[src/rtl/axis_vfifo_tester.sv]
// -----------------------------------------------------------------------------
// axis_vfifo_tester
//
// Traffic generator and checker for an AXI-stream virtual FIFO. Each run writes
// DEPTH beats of per-channel counting data in bursts of BURST_LEN. It then
// drains DEPTH beats back from the FIFO. A read phase gives up after TIMEOUT
// consecutive cycles with no beat. After RUNS runs the block parks in DONE.
// When RUNS is 0 it loops forever.
//
// Optional feature: define AXIS_TESTER_CHECK_EN to compare every accepted read
// beat against the expected per-channel counter and count mismatches in
// ERR_CNT. Without the macro ERR_CNT is tied to 0 and read beats are only
// counted.
//
// Ports
//   BUS_CLK       sole clock, rising edge
//   BUS_RST       synchronous, active-high reset
//   START         pulse; starts a test from IDLE or DONE, ignored while busy
//   tx_*          AXI-stream master toward the FIFO (tvalid/tready/tlast/
//                 tdata/tdest)
//   rx_*          AXI-stream slave from the FIFO (tvalid/tready/tlast/
//                 tdata/tdest); rx_tlast never ends a phase
//   BUSY          high in WR, WR_WAIT and RD
//   DONE          high once the requested number of runs has finished
//   TIMEOUT_FLAG  sticky: a read phase ended on the idle timeout
//   RUN_CNT       completed runs, wraps at 8 bits
//   ERR_CNT       read data mismatches, saturating (check build only)
// -----------------------------------------------------------------------------
module axis_vfifo_tester #(
  parameter int DATA_WIDTH  = 32,
  parameter int CHANNELS    = 2,
  parameter int BURST_LEN   = 128,
  parameter int DEPTH       = 128,
  parameter int WAIT_CYCLES = 0,
  parameter int TIMEOUT     = 512,
  parameter int RUNS        = 0
) (
  input  logic                  BUS_CLK,
  input  logic                  BUS_RST,
  input  logic                  START,

  output logic                  tx_tvalid,
  input  logic                  tx_tready,
  output logic                  tx_tlast,
  output logic [DATA_WIDTH-1:0] tx_tdata,
  output logic [1:0]            tx_tdest,

  input  logic                  rx_tvalid,
  output logic                  rx_tready,
  input  logic                  rx_tlast,
  input  logic [DATA_WIDTH-1:0] rx_tdata,
  input  logic [1:0]            rx_tdest,

  output logic                  BUSY,
  output logic                  DONE,
  output logic                  TIMEOUT_FLAG,
  output logic [7:0]            RUN_CNT,
  output logic [15:0]           ERR_CNT
);

  typedef enum logic [2:0] {
    S_IDLE,
    S_WR,
    S_WR_WAIT,
    S_RD,
    S_DONE
  } state_t;

  state_t state;

  // Per-channel write data counters. The array always has four entries so
  // that the 2-bit tdest indexes it directly. Only the first CHANNELS entries
  // ever advance.
  logic [DATA_WIDTH-1:0] wr_data [4];

  logic [15:0] burst_cnt;   // beats accepted so far in the current burst
  logic [31:0] phase_cnt;   // beats accepted so far in the current write phase
  logic [31:0] wait_cnt;    // idle cycles spent in WR_WAIT
  logic [31:0] rd_cnt;      // beats accepted so far in the current read phase
  logic [31:0] idle_cnt;    // consecutive read cycles without a beat

  // ---------------------------------------------------------------------------
  // Combinational helpers; all are pure functions of registered state and
  // inputs, so no defaults are needed.
  // ---------------------------------------------------------------------------
  logic                  tx_fire;
  logic                  rx_fire;
  logic [1:0]            next_ch;
  logic [DATA_WIDTH-1:0] data_after;
  logic                  phase_last;
  logic                  next_is_phase_last;
  logic                  next_is_burst_last;
  logic                  wait_last;
  logic                  rd_last;
  logic                  idle_expire;
  logic [7:0]            run_cnt_inc;
  logic                  run_stop;
  logic                  start_ok;

  assign tx_fire            = tx_tvalid && tx_tready;
  assign rx_fire            = rx_tvalid && rx_tready;
  assign next_ch            = (tx_tdest == 2'(CHANNELS - 1)) ? 2'd0 : tx_tdest + 2'd1;
  assign data_after         = wr_data[tx_tdest] + 1'b1;
  assign phase_last         = (phase_cnt + 32'd1 == 32'(DEPTH));
  // Look-ahead for the beat after the one being accepted now. This lets
  // tx_tlast be registered and valid together with tx_tvalid.
  assign next_is_phase_last = (phase_cnt + 32'd2 == 32'(DEPTH));
  assign next_is_burst_last = (burst_cnt + 16'd2 == 16'(BURST_LEN));
  assign wait_last          = (wait_cnt + 32'd1 == 32'(WAIT_CYCLES));
  assign rd_last            = (rd_cnt + 32'd1 == 32'(DEPTH));
  assign idle_expire        = (idle_cnt + 32'd1 == 32'(TIMEOUT));
  assign run_cnt_inc        = RUN_CNT + 8'd1;
  assign run_stop           = (RUNS != 0) && ({24'd0, run_cnt_inc} == 32'(RUNS));
  assign start_ok           = START && ((state == S_IDLE) || (state == S_DONE));

  // ---------------------------------------------------------------------------
  // Main FSM. All outputs are registered here.
  // ---------------------------------------------------------------------------
  // NOTE: every register in a clocked block uses <=. Then all right-hand sides
  // see the values from before the edge, whatever order the statements are in.
  always_ff @(posedge BUS_CLK) begin
    if (BUS_RST) begin
      state        <= S_IDLE;
      tx_tvalid    <= 1'b0;
      tx_tlast     <= 1'b0;
      tx_tdata     <= '0;
      tx_tdest     <= 2'd0;
      rx_tready    <= 1'b0;
      BUSY         <= 1'b0;
      DONE         <= 1'b0;
      TIMEOUT_FLAG <= 1'b0;
      RUN_CNT      <= 8'd0;
      burst_cnt    <= 16'd0;
      phase_cnt    <= 32'd0;
      wait_cnt     <= 32'd0;
      rd_cnt       <= 32'd0;
      idle_cnt     <= 32'd0;
      // NOTE: this small array is cleared on purpose. These are the data
      // counters that reset and START must zero, not RAM contents.
      for (int i = 0; i < 4; i++) wr_data[i] <= '0;
    end else begin
      case (state)
        S_IDLE, S_DONE: begin
          if (start_ok) begin
            state        <= S_WR;
            tx_tvalid    <= 1'b1;
            tx_tlast     <= 1'b0;
            tx_tdata     <= '0;
            tx_tdest     <= 2'd0;
            BUSY         <= 1'b1;
            DONE         <= 1'b0;
            TIMEOUT_FLAG <= 1'b0;
            RUN_CNT      <= 8'd0;
            burst_cnt    <= 16'd0;
            phase_cnt    <= 32'd0;
            wait_cnt     <= 32'd0;
            rd_cnt       <= 32'd0;
            idle_cnt     <= 32'd0;
            for (int i = 0; i < 4; i++) wr_data[i] <= '0;
          end
        end

        S_WR: begin
          // tx_tdata/tdest/tlast change only on an accepted beat. A stalled
          // beat therefore stays on the bus unchanged.
          if (tx_fire) begin
            wr_data[tx_tdest] <= data_after;
            phase_cnt         <= phase_cnt + 32'd1;
            if (tx_tlast) begin
              burst_cnt <= 16'd0;
              tx_tdest  <= next_ch;
              // With a single channel the next burst continues this counter.
              // That includes the increment being written right now.
              tx_tdata  <= (next_ch == tx_tdest) ? data_after : wr_data[next_ch];
              tx_tlast  <= next_is_phase_last;
              if (phase_last) begin
                state     <= S_RD;
                tx_tvalid <= 1'b0;
                rx_tready <= 1'b1;
                rd_cnt    <= 32'd0;
                idle_cnt  <= 32'd0;
              end else if (WAIT_CYCLES != 0) begin
                state     <= S_WR_WAIT;
                tx_tvalid <= 1'b0;
                wait_cnt  <= 32'd0;
              end
            end else begin
              burst_cnt <= burst_cnt + 16'd1;
              tx_tdata  <= data_after;
              tx_tlast  <= next_is_burst_last || next_is_phase_last;
            end
          end
        end

        S_WR_WAIT: begin
          if (wait_last) begin
            state     <= S_WR;
            tx_tvalid <= 1'b1;
          end else begin
            wait_cnt <= wait_cnt + 32'd1;
          end
        end

        S_RD: begin
          if (rx_fire) begin
            rd_cnt   <= rd_cnt + 32'd1;
            idle_cnt <= 32'd0;
          end else begin
            idle_cnt <= idle_cnt + 32'd1;
          end
          if ((rx_fire && rd_last) || (!rx_fire && idle_expire)) begin
            if (!rx_fire) TIMEOUT_FLAG <= 1'b1;
            rx_tready <= 1'b0;
            RUN_CNT   <= run_cnt_inc;
            if (run_stop) begin
              state <= S_DONE;
              DONE  <= 1'b1;
              BUSY  <= 1'b0;
            end else begin
              state     <= S_WR;
              tx_tvalid <= 1'b1;
              phase_cnt <= 32'd0;
            end
          end
        end

        default: begin
          state     <= S_IDLE;
          tx_tvalid <= 1'b0;
          rx_tready <= 1'b0;
          BUSY      <= 1'b0;
        end
      endcase
    end
  end

  // ---------------------------------------------------------------------------
  // Read data checker
  // ---------------------------------------------------------------------------
`ifdef AXIS_TESTER_CHECK_EN
  logic [DATA_WIDTH-1:0] exp_data [4];
  logic [15:0]           err_cnt;
  logic                  dest_bad;
  logic                  beat_bad;
  logic                  unused_rx_tlast;

  assign dest_bad        = (32'(rx_tdest) >= 32'(CHANNELS));
  assign beat_bad        = dest_bad || (rx_tdata != exp_data[rx_tdest]);
  assign unused_rx_tlast = rx_tlast;

  // The expected counter advances on every beat, even a bad one. One
  // corrupted word then costs exactly one error, not a whole-phase slip.
  always_ff @(posedge BUS_CLK) begin
    if (BUS_RST || start_ok) begin
      err_cnt <= 16'd0;
      for (int i = 0; i < 4; i++) exp_data[i] <= '0;
    end else if ((state == S_RD) && rx_fire) begin
      if (!dest_bad) exp_data[rx_tdest] <= exp_data[rx_tdest] + 1'b1;
      if (beat_bad && (err_cnt != 16'hFFFF)) err_cnt <= err_cnt + 16'd1;
    end
  end

  assign ERR_CNT = err_cnt;
`else
  logic unused_rx;

  assign unused_rx = ^{rx_tdata, rx_tdest, rx_tlast};
  assign ERR_CNT   = 16'd0;
`endif

endmodule

[config.mk]
export PLATFORM = sky130hd
export DESIGN_NAME = axis_vfifo_tester
export DESIGN_NICKNAME = d
export VERILOG_FILES = /design/src/rtl/axis_vfifo_tester.sv
export SDC_FILE = /design/constraint.sdc
export NUM_CORES = 1
export LEC_CHECK = 0
export CAP_MARGIN = 20
export CORE_AREA = 5 5 178 180
export DETAILED_ROUTE_END_ITERATION = 16
export DIE_AREA = 0 0 183 185
export DONT_BUFFER_PORTS = 1
export GPL_ROUTABILITY_DRIVEN = 0
export PLACE_DENSITY = 0.78
export SLEW_MARGIN = 20
export SYNTH_ARGS = -nofsm -noshare
export SYNTH_HDL_FRONTEND = slang
export SYNTH_SLANG_ARGS = --single-unit
[constraint.sdc]
create_clock -name BUS_CLK -period 3.63 [get_ports BUS_CLK]
set_input_delay 0.726 -clock BUS_CLK [delete_from_list [all_inputs] [get_ports BUS_CLK]]
set_output_delay 0.726 -clock BUS_CLK [all_outputs]
set_load 0.005 [all_outputs]
==> impl_metrics.yaml <==
logic_synthesis:
  syn-instance-count: 2218
  synth_top_flop_cell: "dfxtp_1"
  synth-seq-cells: 323
  yosys.area.top_type: "dfxtp_1"
  yosys_warnings: 0
  yosysUniqueCellTypes: 84
  postSynthAreaPerCell_um2: 8.65
  synthArstFlopShare_pct: 0
  ys_seq_area_share_pct: 40.4
  synth_top_area_share_pct: 20.3
  synth.top_cells.by_count: "nor2_1, nand2_1, dfxtp_1"
  syn_area_mm2: 0.0192
  synth_area_leaders: "dfxtp_1, edfxtp_1, nor2_1"
  synth_edf_count: 128
  yosysMostFrequentCell: "nor2_1"
timing:
  tns_ns: 0
  finalHoldViolations: 0
  slew_viol_final: 0
  maxClockFrequency_ghz: 0.291
  rsz0062_at_grt: "false"
  relSlewSlack_pct: 36.3
  finalCriticalPeriod_ns: 3.43
  fin_ws_ns: 0.199
  setup_viol: 0
  fin_crit_sh_pct: 94.5
  skew_ns: 0.0145
  worstMarginPinSlew_ns: 0.956
clock_network:
  cts-root-buf: "clkbuf_16"
  cts.reportedPaths.clkPinSlew_ns: 0.06
  cts_inserted_buffers: 37
  clockBufferDepth: 3
  cts_tree: "built"
  hold_buffers: 0
  htree_levels: 2
  clock_latency_ns: 0.54
  clock_sinks: 323
routing:
  top_layer: "met4"
  post_drt_wl_per_cell_um: 20.0
  first_iter_violations: 1873
  via_per_inst: 6.69
  met2WireLength_mm: 24.8
  dr_wl_met3_mm: 4.32
  drc: 0
  dr.pass1.iters: 6
  via_count: 17300
  ant_nets: 0
  drt_wl_total_mm: 51.7
  met1Wirelength_mm: 20.9
critical_path:
  crit_fanout: 19
  endpoint_kind: "flip-flop"
  cp.arrival_ns: 3.86
  r2r_slack_ns: 0.20
  start_kind: "flip-flop"
  cp.required_ns: 4.06
  critPathKind: "flip-flop to flip-flop"
layout:
  final_cells: 2581
  antennaDiodeCount: 0
  drive_above_1_share_pct: 11.5
  final_area_mm2: 0.0208
  synthToLayoutAreaGrowth_pct: 8.56
  layout.nets: 2211
  fillers: 2340
global_routing:
  grt.overflow.total: 0
  grt_max_degree: 156
  antenna_found_initial: 0
  grt_pass1_wl_mm: 83.6
  grt_use_total_pct: 29.6
  grt_pass1_vias: 16300
min_path:
  hp-class: "input port to flip-flop"
die:
  initial_core_util_pct: 63.9
  die_area_mm2: 0.0339
  die_w_um: 183
  rows: 64
  die_h_um: 185
  core_area_mm2: 0.0300
  num_io_pins: 104
placed_design:
  dp_hpwl_mm: 32.7
  placed_area_mm2: 0.0195
  port-buffer-count: 0
  dpl_worst_slack_ns: 0.0408
  placed_cells: 2511
power:
  p_total_uw: 8250
  p_sw_share_pct: 22.5
  comb_power_share_pct: 4.3
  powerDensity_mw_per_mm2: 396
  switchingPower_uw: 1860
  pwr-share-clk_pct: 48.4
  seq_power_share_pct: 47.3
  internal_power_uw: 6390
  p_leak_uw: 0.00659
  ir_worst_vdd_v: 0.000417
status:
  status: "completed"
run:
  maxCapViolCount: 0
-- cells by family after synthesis --
| group | share of synthesized area, % |
|---|---|
| adder cells (fa/ha/maj) | 0.978 |
| other | 0.0195 |
| flip-flops | 40.4 |
| buffers and inverters | 5.28 |
| AND/OR/NAND/NOR | 25.0 |
| multiplexers | 6.62 |
| XOR/XNOR | 4.38 |
| AO/OA/AOI/OAI | 17.3 |
-- cell usage in the layout, fill, tap and decap left out, types with 18 or more instances in the layout --
master and n:
nor2_1 297, nand2_1 246, dfxtp_1 190, edfxtp_1 128, o21ai_0 126, nand3_1 98
buf_4 83, a21oi_1 80, nor3_1 76, nand4_1 61, a311oi_1 58, a31oi_1 55
xor2_1 52, mux2i_1 47, xnor2_1 44, and3_1 38, clkbuf_16 38, mux4_2 32
a22oi_1 29, and2_1 27, or3_1 24, inv_1 23, nor4_1 23, and4_1 18
o22ai_1 18
-- stage by stage --
stage / utilization (%) / hold slack, ns
2_1_floorplan: - / 0.457
3_3_place_gp: 65.0 / 0.477
3_5_place_dp: 65.0 / 0.490
4_1_cts: 69.3 / 0.251
5_1_grt: 69.4 / 0.258
6_report: 69.4 / 0.266
-- what timing repair did --
item	4_1_cts	5_1_grt
setup endpoints to repair	0	27
resized for setup	0	3
setup buffers	0	2
-- area by class of cell --
| type | instances | area (um2) | area share (%) |
|---|---|---|---|
| clock buffer | 47 | 1010 | 4.87 |
| clock inverter | 21 | 287 | 1.38 |
| inverter | 23 | 86.3 | 0.414 |
| multi-input combinational | 1685 | 10500 | 50.5 |
| sequential | 323 | 7750 | 37.2 |
| tap | 396 | 495 | 2.38 |
| timing repair buffer | 86 | 683 | 3.28 |
-- final timing paths --
kind                             startpoint                        end  cells past startpoint
setup / recovery  phase_cnt[6]$_SDFFE_PP0P_  idle_cnt[19]$_SDFFE_PP0P_                     11
hold / removal                      BUS_RST   wait_cnt[5]$_SDFFE_PP0P_                      1
setup reg to reg  phase_cnt[6]$_SDFFE_PP0P_  idle_cnt[19]$_SDFFE_PP0P_                     11
hold reg to reg   idle_cnt[30]$_SDFFE_PP0P_  idle_cnt[30]$_SDFFE_PP0P_                      1
-- flip-flops by register name (all words and copies together) (netlist names), 2 cells and up, named ones only --
name       cells
rd_cnt        32
tx_tdata      32
state          2
wait_cnt      32
tx_tdest       2
RUN_CNT        8
wr_data      128
phase_cnt     32
idle_cnt      32
burst_cnt     16
-- metal layers --
metal  up-vias  track usage (%)
li1       8061                -
met1      8226             38.8
met2       817             50.3
met3       155             5.01
met4         0             10.1
met5         -                0
-- critical path, stage by stage, from the launching register on --
cell       delay [ns]
dfxtp_1          0.57
a21oi_1          0.13
or4_1            0.49
or4_1            0.55
a2111oi_2        0.28
nand3_1          0.17
nor4_2           0.25
buf_4            0.18
o21ba_2          0.15
buf_12           0.15
o21ai_0          0.11
a31o_2           0.28
-- power groups by stage --
stage	logic [uW]	clock network (uW)	registers, uW
2_1_floorplan	268	0	3960
3_3_place_gp	334	0	3970
3_5_place_dp	342	0	3980
4_1_cts	345	4030	3900
5_1_grt	376	4180	3910
6_report	351	3990	3900
Note: power is estimated with default switching activity, not from simulation.
==> RTL edit (same settings) <==
`DATA_WIDTH`: 32 -> 16.
--- a/src/rtl/axis_vfifo_tester.sv
+++ b/src/rtl/axis_vfifo_tester.sv
@@ -29,3 +29,3 @@
 module axis_vfifo_tester #(
-  parameter int DATA_WIDTH  = 32,
+  parameter int DATA_WIDTH  = 16,
   parameter int CHANNELS    = 2,
Ports: changed (resized rx_tdata and tx_tdata); port bits go from 104 to 72. The function was not compared with the original's and may differ.
==> RTL edit against the original RTL <==
- routed wire length decreased by 19%
- total power decreased by 27%
- sequential cell count decreased by 80
- final area decreased by 18%
- count of clock-buffer cells in the layout decreased by 14
- worst setup slack improved by 0.0014 ns
- area after synthesis decreased by 19%
- critical endpoint is now rd_cnt[9]$_SDFFE_PP0P_
- largest power group unchanged
- non-clock buffer count increased by 12
==> RTL edit: results <==
[power]
p_leak_uw = 0.005506

[placement]
dp_slack_ns = 0.07851
hpwl_mm = 28.13
placed_cells = 2252

[final_layout]
largest_reg_flops = 64
fillers = 2673
largest_register = wr_data
drive_above_1_share_pct = 11.73

[drt]
first_iter_violations = 1502
wl_met2_mm = 19.77
wire_per_inst_um = 18.09
wl_met1_mm = 17.77
vias = 14780
wl_mm = 41.69
wl_met3_mm = 3.202

[setup_path]
max_stage_delay_ns = 0.48
cp_max_fo = 15
arrival_ns = 3.85

[hold_path]
hp-class = primary input to flip-flop

[clocking]
cts_made_buffers = 29
htree_levels = 1

[yosys]
yosysUniqueCellTypes = 85
synth_common_cells = nor2_1, nand2_1, dfxtp_1
netlist_instances = 1917
seq_area_frac_synth_pct = 35.52
synthTopCellsByArea = dfxtp_1, edfxtp_1, nor2_1, nand2_1, a21oi_1
synth-edff-count = 64

[global_routing]
grt_pass1_vias = 13620
grt_max_degree = 127
gr-usage-all-layers_pct = 23.54
use_met1_pct = 31.85
met3_usage_pct = 3.790
grt_first_pass_wirelength_mm = 68.19
grtUsageMet2_pct = 39.03

[run_status]
status = completed

[timing]
worst_pin_slew_ns = 1.113
finClkSkew_ns = 0.02248
## RTL edit: changes by cell type after synthesis, moves of 21 or more
| cell | delta |
|---|---|
| a21oi_1 | +26 |
| edfxtp_1 | -64 |
| mux2i_1 | -21 |
| nand2_1 | -50 |
| nand3_1 | -21 |
| nor2_1 | -79 |
| o21ai_0 | -23 |
## RTL edit: kinds of logic after synthesis
group / count (synthesis) / share of synthesized area, %
AND/OR/NAND/NOR: 847 / 28.23
AO/OA/AOI/OAI: 460 / 19.41
flip-flops: 243 / 35.52
buffers and inverters: 209 / 5.918
XOR/XNOR: 98 / 5.538
multiplexers: 44 / 4.150
adder cells (fa/ha/maj): 15 / 1.211
other: 1 / 0.02420
## RTL edit: path summary, 6_finish.rpt
| check | slack [ns] | start | end | cells past startpoint |
|---|---|---|---|---|
| max | 0.20 | phase_cnt[2]$_SDFFE_PP0P_ | rd_cnt[9]$_SDFFE_PP0P_ | 12 |
| min | 0.23 | BUS_RST | tx_tdata[14]$_SDFFE_PP0P_ | 1 |
| max reg2reg | 0.20 | phase_cnt[2]$_SDFFE_PP0P_ | rd_cnt[9]$_SDFFE_PP0P_ | 12 |
| min reg2reg | 0.48 | rd_cnt[5]$_SDFFE_PP0P_ | rd_cnt[5]$_SDFFE_PP0P_ | 2 |
## RTL edit: through the flow
step | utilization (%) | instance area, um2
final | 56.94 | 17100
after global routing | 56.94 | 17100
after CTS | 56.63 | 17010
after detailed placement | 53.40 | 16040
after global placement | 53.40 | 16040
after floorplan | - | 15560
## RTL edit: power breakdown
| part | leakage [uW] | internal [uW] | switching [uW] | total [uW] |
|---|---|---|---|---|
| registers | 0.00214 | 2830 | 27.0 | 2850 |
| clock network | 0.000476 | 1690 | 1240 | 2930 |
| logic | 0.00289 | 74.1 | 183 | 257 |
## RTL edit: critical path, delay by kind of cell (launching register included)
| kind | cells | cell delay, ns |
|---|---|---|
| simple gates | 6 | 1.37 |
| fa+ha+maj | 1 | 0.24 |
| flops | 1 | 0.48 |
| buf+inv | 3 | 0.69 |
| compound gates | 2 | 0.50 |
## RTL edit: repair_timing
item                                   in CTS  in global routing
endpoints found under the hold margin       0                  0
setup endpoints to repair                   0                 69
gates resized for setup                     0                 18
## RTL edit: area by class of cell
| cell class | instances | area share (%) |
|---|---|---|
| Timing Repair Buffer | 98 | 4.449 |
| Multi-Input combinational cell | 1481 | 54.02 |
| Tap cell | 396 | 2.898 |
| Clock buffer | 33 | 4.515 |
| Inverter | 34 | 0.7464 |
| Clock inverter | 20 | 1.156 |
| Sequential cell | 243 | 32.22 |
